[config.mk]
export PLATFORM = sky130hd
export DESIGN_NAME = serial_rx_ctrl_flat
export DESIGN_NICKNAME = d
export VERILOG_FILES = /design/src/rtl/serial_rx_ctrl_pkg.sv /design/src/rtl/serial_rx_ctrl_if.sv /design/src/rtl/serial_rx_ctrl_xmit_len_cnt.sv /design/src/rtl/serial_rx_ctrl.sv /design/src/flat_wrapper.sv
export SDC_FILE = /design/constraint.sdc
export NUM_CORES = 1
export LEC_CHECK = 0
export BUFFER_PORTS_ARGS = -buffer_cell sky130_fd_sc_hd__buf_2
export CAP_MARGIN = 30
export CORE_MARGIN = 3
export CORE_UTILIZATION = 55
export CTS_CLUSTER_DIAMETER = 80
export DETAILED_ROUTE_END_ITERATION = 6
export GPL_ROUTABILITY_DRIVEN = 0
export GPL_TIMING_DRIVEN = 0
export PLACE_DENSITY = 0.76
export SLEW_MARGIN = 20
export SYNTH_ARGS = -nofsm -noshare
export SYNTH_HDL_FRONTEND = slang
export SYNTH_SLANG_ARGS = --single-unit
export TNS_END_PERCENT = 30
[constraint.sdc]
create_clock -name clk -period 5.4 [get_ports clk]
set_clock_uncertainty 0.1 [all_clocks]
set_input_delay 0.54 -clock clk [delete_from_list [all_inputs] [get_ports clk]]
set_output_delay 0.54 -clock clk [all_outputs]
set_load 0.05 [all_outputs]
[src/rtl/serial_rx_ctrl_pkg.sv]
// Shared definitions for the serial packet router: state encoding and default field widths.
// Used by the receive sequencer and by the datapath.
package serial_rx_pkg;

    localparam int PORT_W_DEF = 2;
    localparam int LEN_W_DEF  = 4;

    typedef logic [2:0] state_t;

    // Fixed numeric encoding so existing datapath decode and debug tooling stay valid.
    localparam state_t IDLE = 3'd0;
    localparam state_t PORT = 3'd1;
    localparam state_t LEN  = 3'd2;
    localparam state_t LOAD = 3'd3;
    localparam state_t XMIT = 3'd4;
    localparam state_t DONE = 3'd5;

endpackage

[src/rtl/serial_rx_ctrl_if.sv]
// Handshake bundle between the receive sequencer and the router datapath.
// The slave modport is the sequencer's view; master is the datapath/bench side.
interface serial_rx_ctrl_if
    import serial_rx_pkg::*;
    #(parameter int LEN_W = LEN_W_DEF)
    ();

    logic             clk_en;
    logic             serin;
    logic [LEN_W-1:0] num_data;
    logic             port_sh_en;
    logic             len_sh_en;
    logic             serout_en;
    logic             busy;
    logic             done;
    logic [3:0]       pkt_cnt;

    modport master (
        output clk_en, serin, num_data,
        input  port_sh_en, len_sh_en, serout_en, busy, done, pkt_cnt
    );

    modport slave (
        input  clk_en, serin, num_data,
        output port_sh_en, len_sh_en, serout_en, busy, done, pkt_cnt
    );

endinterface

[src/rtl/serial_rx_ctrl_xmit_len_cnt.sv]
// Loadable down-counter holding the remaining payload bit count of the current packet.
// Decrement saturates at zero.
module xmit_len_cnt
    import serial_rx_pkg::*;
    #(parameter int LEN_W = LEN_W_DEF)
    (
    input  logic             clk,
    input  logic             rst,
    input  logic             ld,
    input  logic             dec,
    input  logic [LEN_W-1:0] ld_val,
    output logic             zero
    );

    logic [LEN_W-1:0] rem;

    always_ff @(posedge clk) begin
        if (rst) begin
            rem <= '0;
        end else if (ld) begin
            rem <= ld_val;
        end else if (dec && (rem != '0)) begin
            rem <= rem - LEN_W'(1);
        end
    end

    assign zero = (rem == '0);

endmodule

[src/rtl/serial_rx_ctrl.sv]
// Receive sequencer for the serial packet router: walks start/port/length/payload fields,
// drives the datapath shift enables and demux enable, and counts completed packets.
module serial_rx_ctrl
    import serial_rx_pkg::*;
    #(
    parameter int PORT_W = PORT_W_DEF,
    parameter int LEN_W  = LEN_W_DEF
    )
    (
    input  logic             clk,
    input  logic             rst,
    serial_rx_ctrl_if.slave  bus
    );

    localparam int HDR_MAX = (PORT_W > LEN_W) ? PORT_W : LEN_W;
    localparam int HDR_W   = $clog2(HDR_MAX) + 1;

    state_t           state;
    logic [HDR_W-1:0] hdr_cnt;
    logic [3:0]       pkt_cnt_r;
    logic             rem_ld;
    logic             rem_dec;
    logic             rem_zero;
    logic [LEN_W-1:0] rem_ld_val;

    // rem is preloaded with length-1 so the zero flag marks the last payload bit.
    always_comb begin
        rem_ld     = (state == LOAD) && (bus.num_data != '0);
        rem_ld_val = bus.num_data - LEN_W'(1);
        rem_dec    = (state == XMIT) && bus.clk_en && !rem_zero;
    end

    xmit_len_cnt #(.LEN_W(LEN_W)) u_rem (
        .clk    (clk),
        .rst    (rst),
        .ld     (rem_ld),
        .dec    (rem_dec),
        .ld_val (rem_ld_val),
        .zero   (rem_zero)
    );

    always_ff @(posedge clk) begin
        if (rst) begin
            state     <= IDLE;
            hdr_cnt   <= '0;
            pkt_cnt_r <= '0;
        end else begin
            case (state)
                IDLE: begin
                    if (bus.clk_en && !bus.serin) begin
                        state   <= PORT;
                        hdr_cnt <= '0;
                    end
                end
                PORT: begin
                    if (bus.clk_en) begin
                        if (hdr_cnt == HDR_W'(PORT_W - 1)) begin
                            state   <= LEN;
                            hdr_cnt <= '0;
                        end else begin
                            hdr_cnt <= hdr_cnt + HDR_W'(1);
                        end
                    end
                end
                LEN: begin
                    if (bus.clk_en) begin
                        hdr_cnt <= hdr_cnt + HDR_W'(1);
                        if (hdr_cnt == HDR_W'(LEN_W - 1)) begin
                            state <= LOAD;
                        end
                    end
                end
                LOAD: begin
                    state <= (bus.num_data == '0) ? DONE : XMIT;
                end
                XMIT: begin
                    if (bus.clk_en && rem_zero) begin
                        state <= DONE;
                    end
                end
                DONE: begin
                    pkt_cnt_r <= pkt_cnt_r + 4'd1;
                    state     <= IDLE;
                end
                default: begin
                    state <= IDLE;
                end
            endcase
        end
    end

    always_comb begin
        bus.port_sh_en = (state == PORT) && bus.clk_en;
        bus.len_sh_en  = (state == LEN)  && bus.clk_en;
        bus.serout_en  = (state == XMIT) && bus.clk_en;
        bus.busy       = (state != IDLE);
        bus.done       = (state == DONE);
        bus.pkt_cnt    = pkt_cnt_r;
    end

endmodule
[src/flat_wrapper.sv]
// flat-port wrapper written by rule: the top's interface ports become plain ports
module serial_rx_ctrl_flat import serial_rx_pkg::*;
#(
    parameter int PORT_W = PORT_W_DEF,
    parameter int LEN_W  = LEN_W_DEF
    )
  (clk, rst, bus_clk_en, bus_serin, bus_num_data, bus_port_sh_en, bus_len_sh_en, bus_serout_en, bus_busy, bus_done, bus_pkt_cnt);
  serial_rx_ctrl_if #(.LEN_W(LEN_W)) bus_i ();
  input  logic clk;
  input  logic rst;
  input wire logic [$bits(bus_i.clk_en)-1:0] bus_clk_en;
  input wire logic [$bits(bus_i.serin)-1:0] bus_serin;
  input wire logic [$bits(bus_i.num_data)-1:0] bus_num_data;
  output wire logic [$bits(bus_i.port_sh_en)-1:0] bus_port_sh_en;
  output wire logic [$bits(bus_i.len_sh_en)-1:0] bus_len_sh_en;
  output wire logic [$bits(bus_i.serout_en)-1:0] bus_serout_en;
  output wire logic [$bits(bus_i.busy)-1:0] bus_busy;
  output wire logic [$bits(bus_i.done)-1:0] bus_done;
  output wire logic [$bits(bus_i.pkt_cnt)-1:0] bus_pkt_cnt;
  assign bus_i.clk_en = bus_clk_en;
  assign bus_i.serin = bus_serin;
  assign bus_i.num_data = bus_num_data;
  assign bus_port_sh_en = bus_i.port_sh_en;
  assign bus_len_sh_en = bus_i.len_sh_en;
  assign bus_serout_en = bus_i.serout_en;
  assign bus_busy = bus_i.busy;
  assign bus_done = bus_i.done;
  assign bus_pkt_cnt = bus_i.pkt_cnt;
  serial_rx_ctrl #(.PORT_W(PORT_W), .LEN_W(LEN_W)) u_core (.clk(clk), .rst(rst), .bus(bus_i));
endmodule
; ---- After elaboration in Yosys (flattened, before gate mapping)
; Index checks and enable logic that the tools add are counted.
[word_totals]
register_bits = 14
latch_bits = 0
ram_bits = 0
romBits = 0
inputBits = 8
wordCells = 56
mem_count = 0
[classes]
n_addsub = 4
mul = 0
div_mod_pow = 0
n_lt_le_gt_ge = 0
eq_ne = 13
shifts = 0
muxes = 15
n_bitwise = 0
reduce_logical = 20
[ops]
columns = cell, count
row1 = $mux W3, 10
row2 = $pmux W3 S5, 1
row3 = $eq A3 B2 Y1 const B, 3
row4 = $pmux W3 S3, 1
row5 = $logic_and A1 B1 Y1, 8
row6 = $logic_not A4 Y1, 2
row7 = $mux W4, 2
row8 = $ne A2 B1 Y1 const B, 4
row9 = $reduce_bool A4 Y1, 2
row10 = $sub A4 B1 Y4 const B, 2
row11 = $eq A3 B1 Y1 const B, 2
row12 = $eq A3 B3 Y1 const B, 2
row13 = $reduce_and A6 Y1, 1
row14 = $reduce_bool A3 Y1, 2
row15 = $add A4 B1 Y4 const B, 1
row16 = $ne A2 B2 Y1 const B, 2
row17 = $reduce_and A4 Y1, 1
row18 = $add A3 B1 Y3 const B, 1
row19 = $logic_not A3 Y1, 1
row20 = $logic_not A1 Y1, 2
row21 = $reduce_bool A2 Y1, 1
row22 = $mux W1, 1

; ---- Longest topological paths before layout
[logic_depth]
depth_word = 6
depth_mapped = 8

; ---- Modules after synthesis
; From an unflattened synthesis, not the netlist that was laid out.
[unflattened]
cells_unflattened = 105
area_unflattened_um2 = 930.9
[modules_own_cells]
columns = mod, instances, cells_each, area_per_inst_um2, seq_area_each_um2
row1 = serial_rx_ctrl, 1, 76, 668.1, 200.2
row2 = xmit_len_cnt, 1, 29, 262.8, 80.1

; ---- Least setup slack after synthesis
; OpenSTA, ideal clock, no wires.
[synth_path]
path_kind = input-to-reg
startpoint = in bus_num_data[1]
endpoint = reg u_core.u_rem.rem[2]
setup_time_ps = 115
arrival_ps = 2114
required_ps = 5185
path_slack_ps = 3071
cell_stages = 7
path_buffers = 0
path_cell_list = or3_1 > o21ai_0 > a21oi_1 > ha_1 > xor2_1 > a32o_1 > o21ba_2
[synth_via]
elab_chain_len = 3
[synth_rtl]
columns = item, line_no
row1 = start: declaration, flat_wrapper.sv:13  ; input wire logic [$bits(bus_i.num_data)-1:0] bus_num_data;
row2 = "parallel branches: the longest is 3 deep, another holds $sub A4 B1 Y4", n/a
row3 = end signal: assignment, serial_rx_ctrl_xmit_len_cnt.sv:21  ; rem <= ld_val;
row4 = end signal: assignment, serial_rx_ctrl_xmit_len_cnt.sv:23  ; rem <= rem - LEN_W'(1);
row5 = end: declaration, serial_rx_ctrl_xmit_len_cnt.sv:15  ; logic [LEN_W-1:0] rem;
; Parallel ways; which one is timed is not known.
; A chain may end at the register's enable or synchronous reset.

; ---- Final worst setup path
[layout_path]
startpoint = reg u_core.state[1]
endpoint = reg u_core.u_rem.rem[2]
[layout_via]
elab_chain_len = 5
[layout_rtl]
columns = item, line_no
row1 = start: declaration, serial_rx_ctrl.sv:18  ; state_t state;
row2 = start signal: assignment, serial_rx_ctrl.sv:74  ; state <= (bus.num_data == '0) ? DONE : XMIT;
row3 = $eq A3 B3 Y1, serial_rx_ctrl.sv:30  ; rem_dec = (state == XMIT) && bus.clk_en && !rem_zero;
row4 = $logic_and A1 B1 Y1 (2 in a row), serial_rx_ctrl.sv:30
row5 = $logic_and A1 B1 Y1, serial_rx_ctrl_xmit_len_cnt.sv:22  ; end else if (dec && (rem != '0)) begin
row6 = $reduce_bool A2 Y1 (no line), n/a
; Parallel ways exist; a longest one is shown, timed or not.

==> qor.txt <==
Status: finished clean
Sequential power share: 46.4%
Clk slew on worst S/H paths: 90 ps
Mapped Cells: 97
Pre-CTS setup slack: 2850 ps
Crit Reg-Reg Startpoint: u_core.state[1]
Sw frac: 33.3%
Worst skew pair latency: 290 ps
Sequential share of the synthesized area: 32.7%
Sw Pwr: 0.0000796 W
Critical Path AT: 2470 ps
Hold Crit Start: rst
Worst endpoint required time: 5470 ps
Final instance area: 980 sq um
Cell area after placement: 957 sq um
Final worst slack: 3010 ps
Core ar.: 0.00138 sq mm
Top FF cell, synth: dfxtp_1
Power density cells: 244 mW/mm^2
Number of flops mapped to enable cells by yosys: 0
Die height: 45.5 microns
Max-slew violations: 0
Die width: 45.5 microns
Sink Count: 14
Ys Warns: 0
CTS max path bufs: 2
CP startpoint: u_core.state[1]
Critical path class: reg2reg
Largest net degree at the start of global routing: 11
Net count reported at finish: 131
Synth Area per Inst: 8.85 sq um
Final setup violation count: 0
Layout cells sized above 1: 23.3%
Netlist Area Pre-Place: 858 sq um
R2R setup slack: 3010 ps
CTS tree: yes
Total global routing overflow: 0
WL per Instance: 12.7 microns
Worst slew pin tran: 435 ps
WL final: 1.66 mm
Post-route minimum period: 2390 ps
CP Max Fanout: 10
Async set-reset flop share out of synthesis: 0%
Vias in the first global route: 669
FMAX: 418 MHz
Clock Power Share: 24.8%
RSZ-0062 raised after global routing: no
CTS hold repair buffers: 0
Worst relative slew slack: 70.7%
IO Pins: 17
Initial antenna violation count: 0
Routed Antenna Nets: 0
Via-to-Cell Ratio: 5.73
Area grow syn2layout: 14.1%
Part of the power in combinational logic: 28.9%
DRC: 0
Fin Setup TNS: 0 ps
Gr usage total: 18.5%
IO Port Bufs: 16
Max-cap violations: 0
Setup crit end kind: flip-flop
Detailed-route via count: 750
Post_cts resized: 0
Netlist cell types: 43
Final worst-path cycle share: 44.4%
Hpwl dp: 1.27 mm
Register bit count reported by yosys: 14
Drt initial violations: 10
Clock root cell: clkbuf_4
Initial cell density of the core: 62.1%
# diodes: 0
Full die area: 0.00207 sq mm
VDD IR-drop max: 0.000165 V
Worst hold path type: in2reg
P_int: 0.000160 W
TritonCTS Buffers: 3
Pre-antenna DRT Iters: 4
Hold_ws: 366 ps
# rows: 13
Final Hold Vio Count: 0
CP Launch Type: flip-flop
Post-CTS setup buffers: 0
First-pass GRT wire length: 2.84 mm
Net count after synthesis: 110
Pleak: 0.424 nW
# H-tree levels: 1
## per-layer routing
layer,vias up,track usage (%),share of wire [%]
met2,18,27.9,45
li1,396,-,-
met4,0,5.26,1.1
met5,-,0,0
met3,4,5.93,5.0
met1,332,24.9,49
## path summary, 6_finish.rpt
kind	endpoint	cells past startpoint
setup / recovery	u_core.u_rem.rem[2]	8
setup reg to reg	u_core.u_rem.rem[2]	8
hold reg to reg	u_core.hdr_cnt[2]	2
hold / removal	u_core.state[0]	2
## critical path: stages, from the launching register on
cell and delay (ps):
dfxtp_1 420, dlymetal6s2s_1 330, and3b_1 320, o21ai_0 210
a21oi_1 210, ha_1 220, xor2_1 80, a32o_1 200
o21ba_2 180
## registers in the layout, indices dropped and copies added, names as in the netlist
| register | flops |
|---|---|
| u_core.bus.pkt_cnt | 4 |
| u_core.state | 3 |
| u_core.hdr_cnt | 3 |
| u_core.u_rem.rem | 4 |
## metrics by stage
stage	cells	total power, W	utilization, %
2_1_floorplan	97	0.000167	-
3_3_place_gp	128	0.000181	69.2
3_5_place_dp	128	0.000183	69.2
4_1_cts	131	0.000242	70.9
5_1_grt	131	0.000254	70.9
6_report	131	0.000239	70.9
## power by group through the flow
stage          Combinational (W)  Sequential, W   Clock, W
2_1_floorplan          0.0000543       0.000112          0
4_1_cts                0.0000697       0.000111  0.0000616
3_3_place_gp           0.0000679       0.000113          0
6_report               0.0000691       0.000111  0.0000593
3_5_place_dp           0.0000693       0.000113          0
5_1_grt                0.0000765       0.000112  0.0000654
## layout by cell type (no fill, tap or decap), types with 2 or more instances in the layout
| cell type | netlist | final |
|---|---|---|
| buf_2 | 0 | 16 |
| dfxtp_1 | 14 | 14 |
| nor2_1 | 8 | 8 |
| nand2_1 | 7 | 7 |
| or3_1 | 5 | 5 |
| a21oi_1 | 5 | 5 |
| inv_1 | 5 | 5 |
| ha_1 | 5 | 5 |
| xor2_1 | 3 | 3 |
| clkbuf_4 | 0 | 3 |
| and3b_1 | 2 | 2 |
| clkbuf_1 | 2 | 2 |
| a22oi_1 | 2 | 2 |
| nand3_1 | 2 | 2 |
| o21a_1 | 2 | 2 |
| nor3_1 | 2 | 2 |
| or3b_1 | 2 | 2 |
| xnor2_1 | 2 | 2 |
| a211oi_1 | 2 | 2 |
| a32o_1 | 2 | 2 |
## synthesized netlist by cell type (2+ instances only)
master | instances | share of area [%]
a22oi_1 | 2 | 1.7
clkbuf_1 | 2 | 0.87
o21a_1 | 2 | 1.7
dfxtp_1 | 14 | 33
nand3_1 | 2 | 1.2
or3b_1 | 2 | 2.0
ha_1 | 5 | 7.3
xnor2_1 | 2 | 2.0
or3_1 | 5 | 3.6
inv_1 | 5 | 2.2
a211oi_1 | 2 | 1.7
and3b_1 | 2 | 2.0
xor2_1 | 3 | 3.1
nor3_1 | 2 | 1.2
a32o_1 | 2 | 2.3
nor2_1 | 8 | 3.5
nand2_1 | 7 | 3.1
a21oi_1 | 5 | 2.9
## cells by family (layout without fill, tap and decap cells)
| logic type | count (synthesis) | after routing | share of synthesized area, % |
|---|---|---|---|
| multiplexers | 1 | 1 | 1.17 |
| AND/OR/NAND/NOR | 42 | 42 | 30.2 |
| XOR/XNOR | 5 | 5 | 5.10 |
| flip-flops | 14 | 14 | 32.7 |
| adder cells (fa/ha/maj) | 5 | 5 | 7.29 |
| AO/OA/AOI/OAI | 20 | 20 | 17.6 |
| buffers and inverters | 10 | 29 | 5.98 |
## final cells by class
cell class,instances,area (sq um)
clock buffers,3,22.5
well taps,15,18.8
plain buffers,5,32.5
inverters,5,18.8
flip-flops and latches,14,280
multi-input cells,73,527
repair buffers,16,80.1
fillers,128,403
Power figures use the tool's default switching activity.
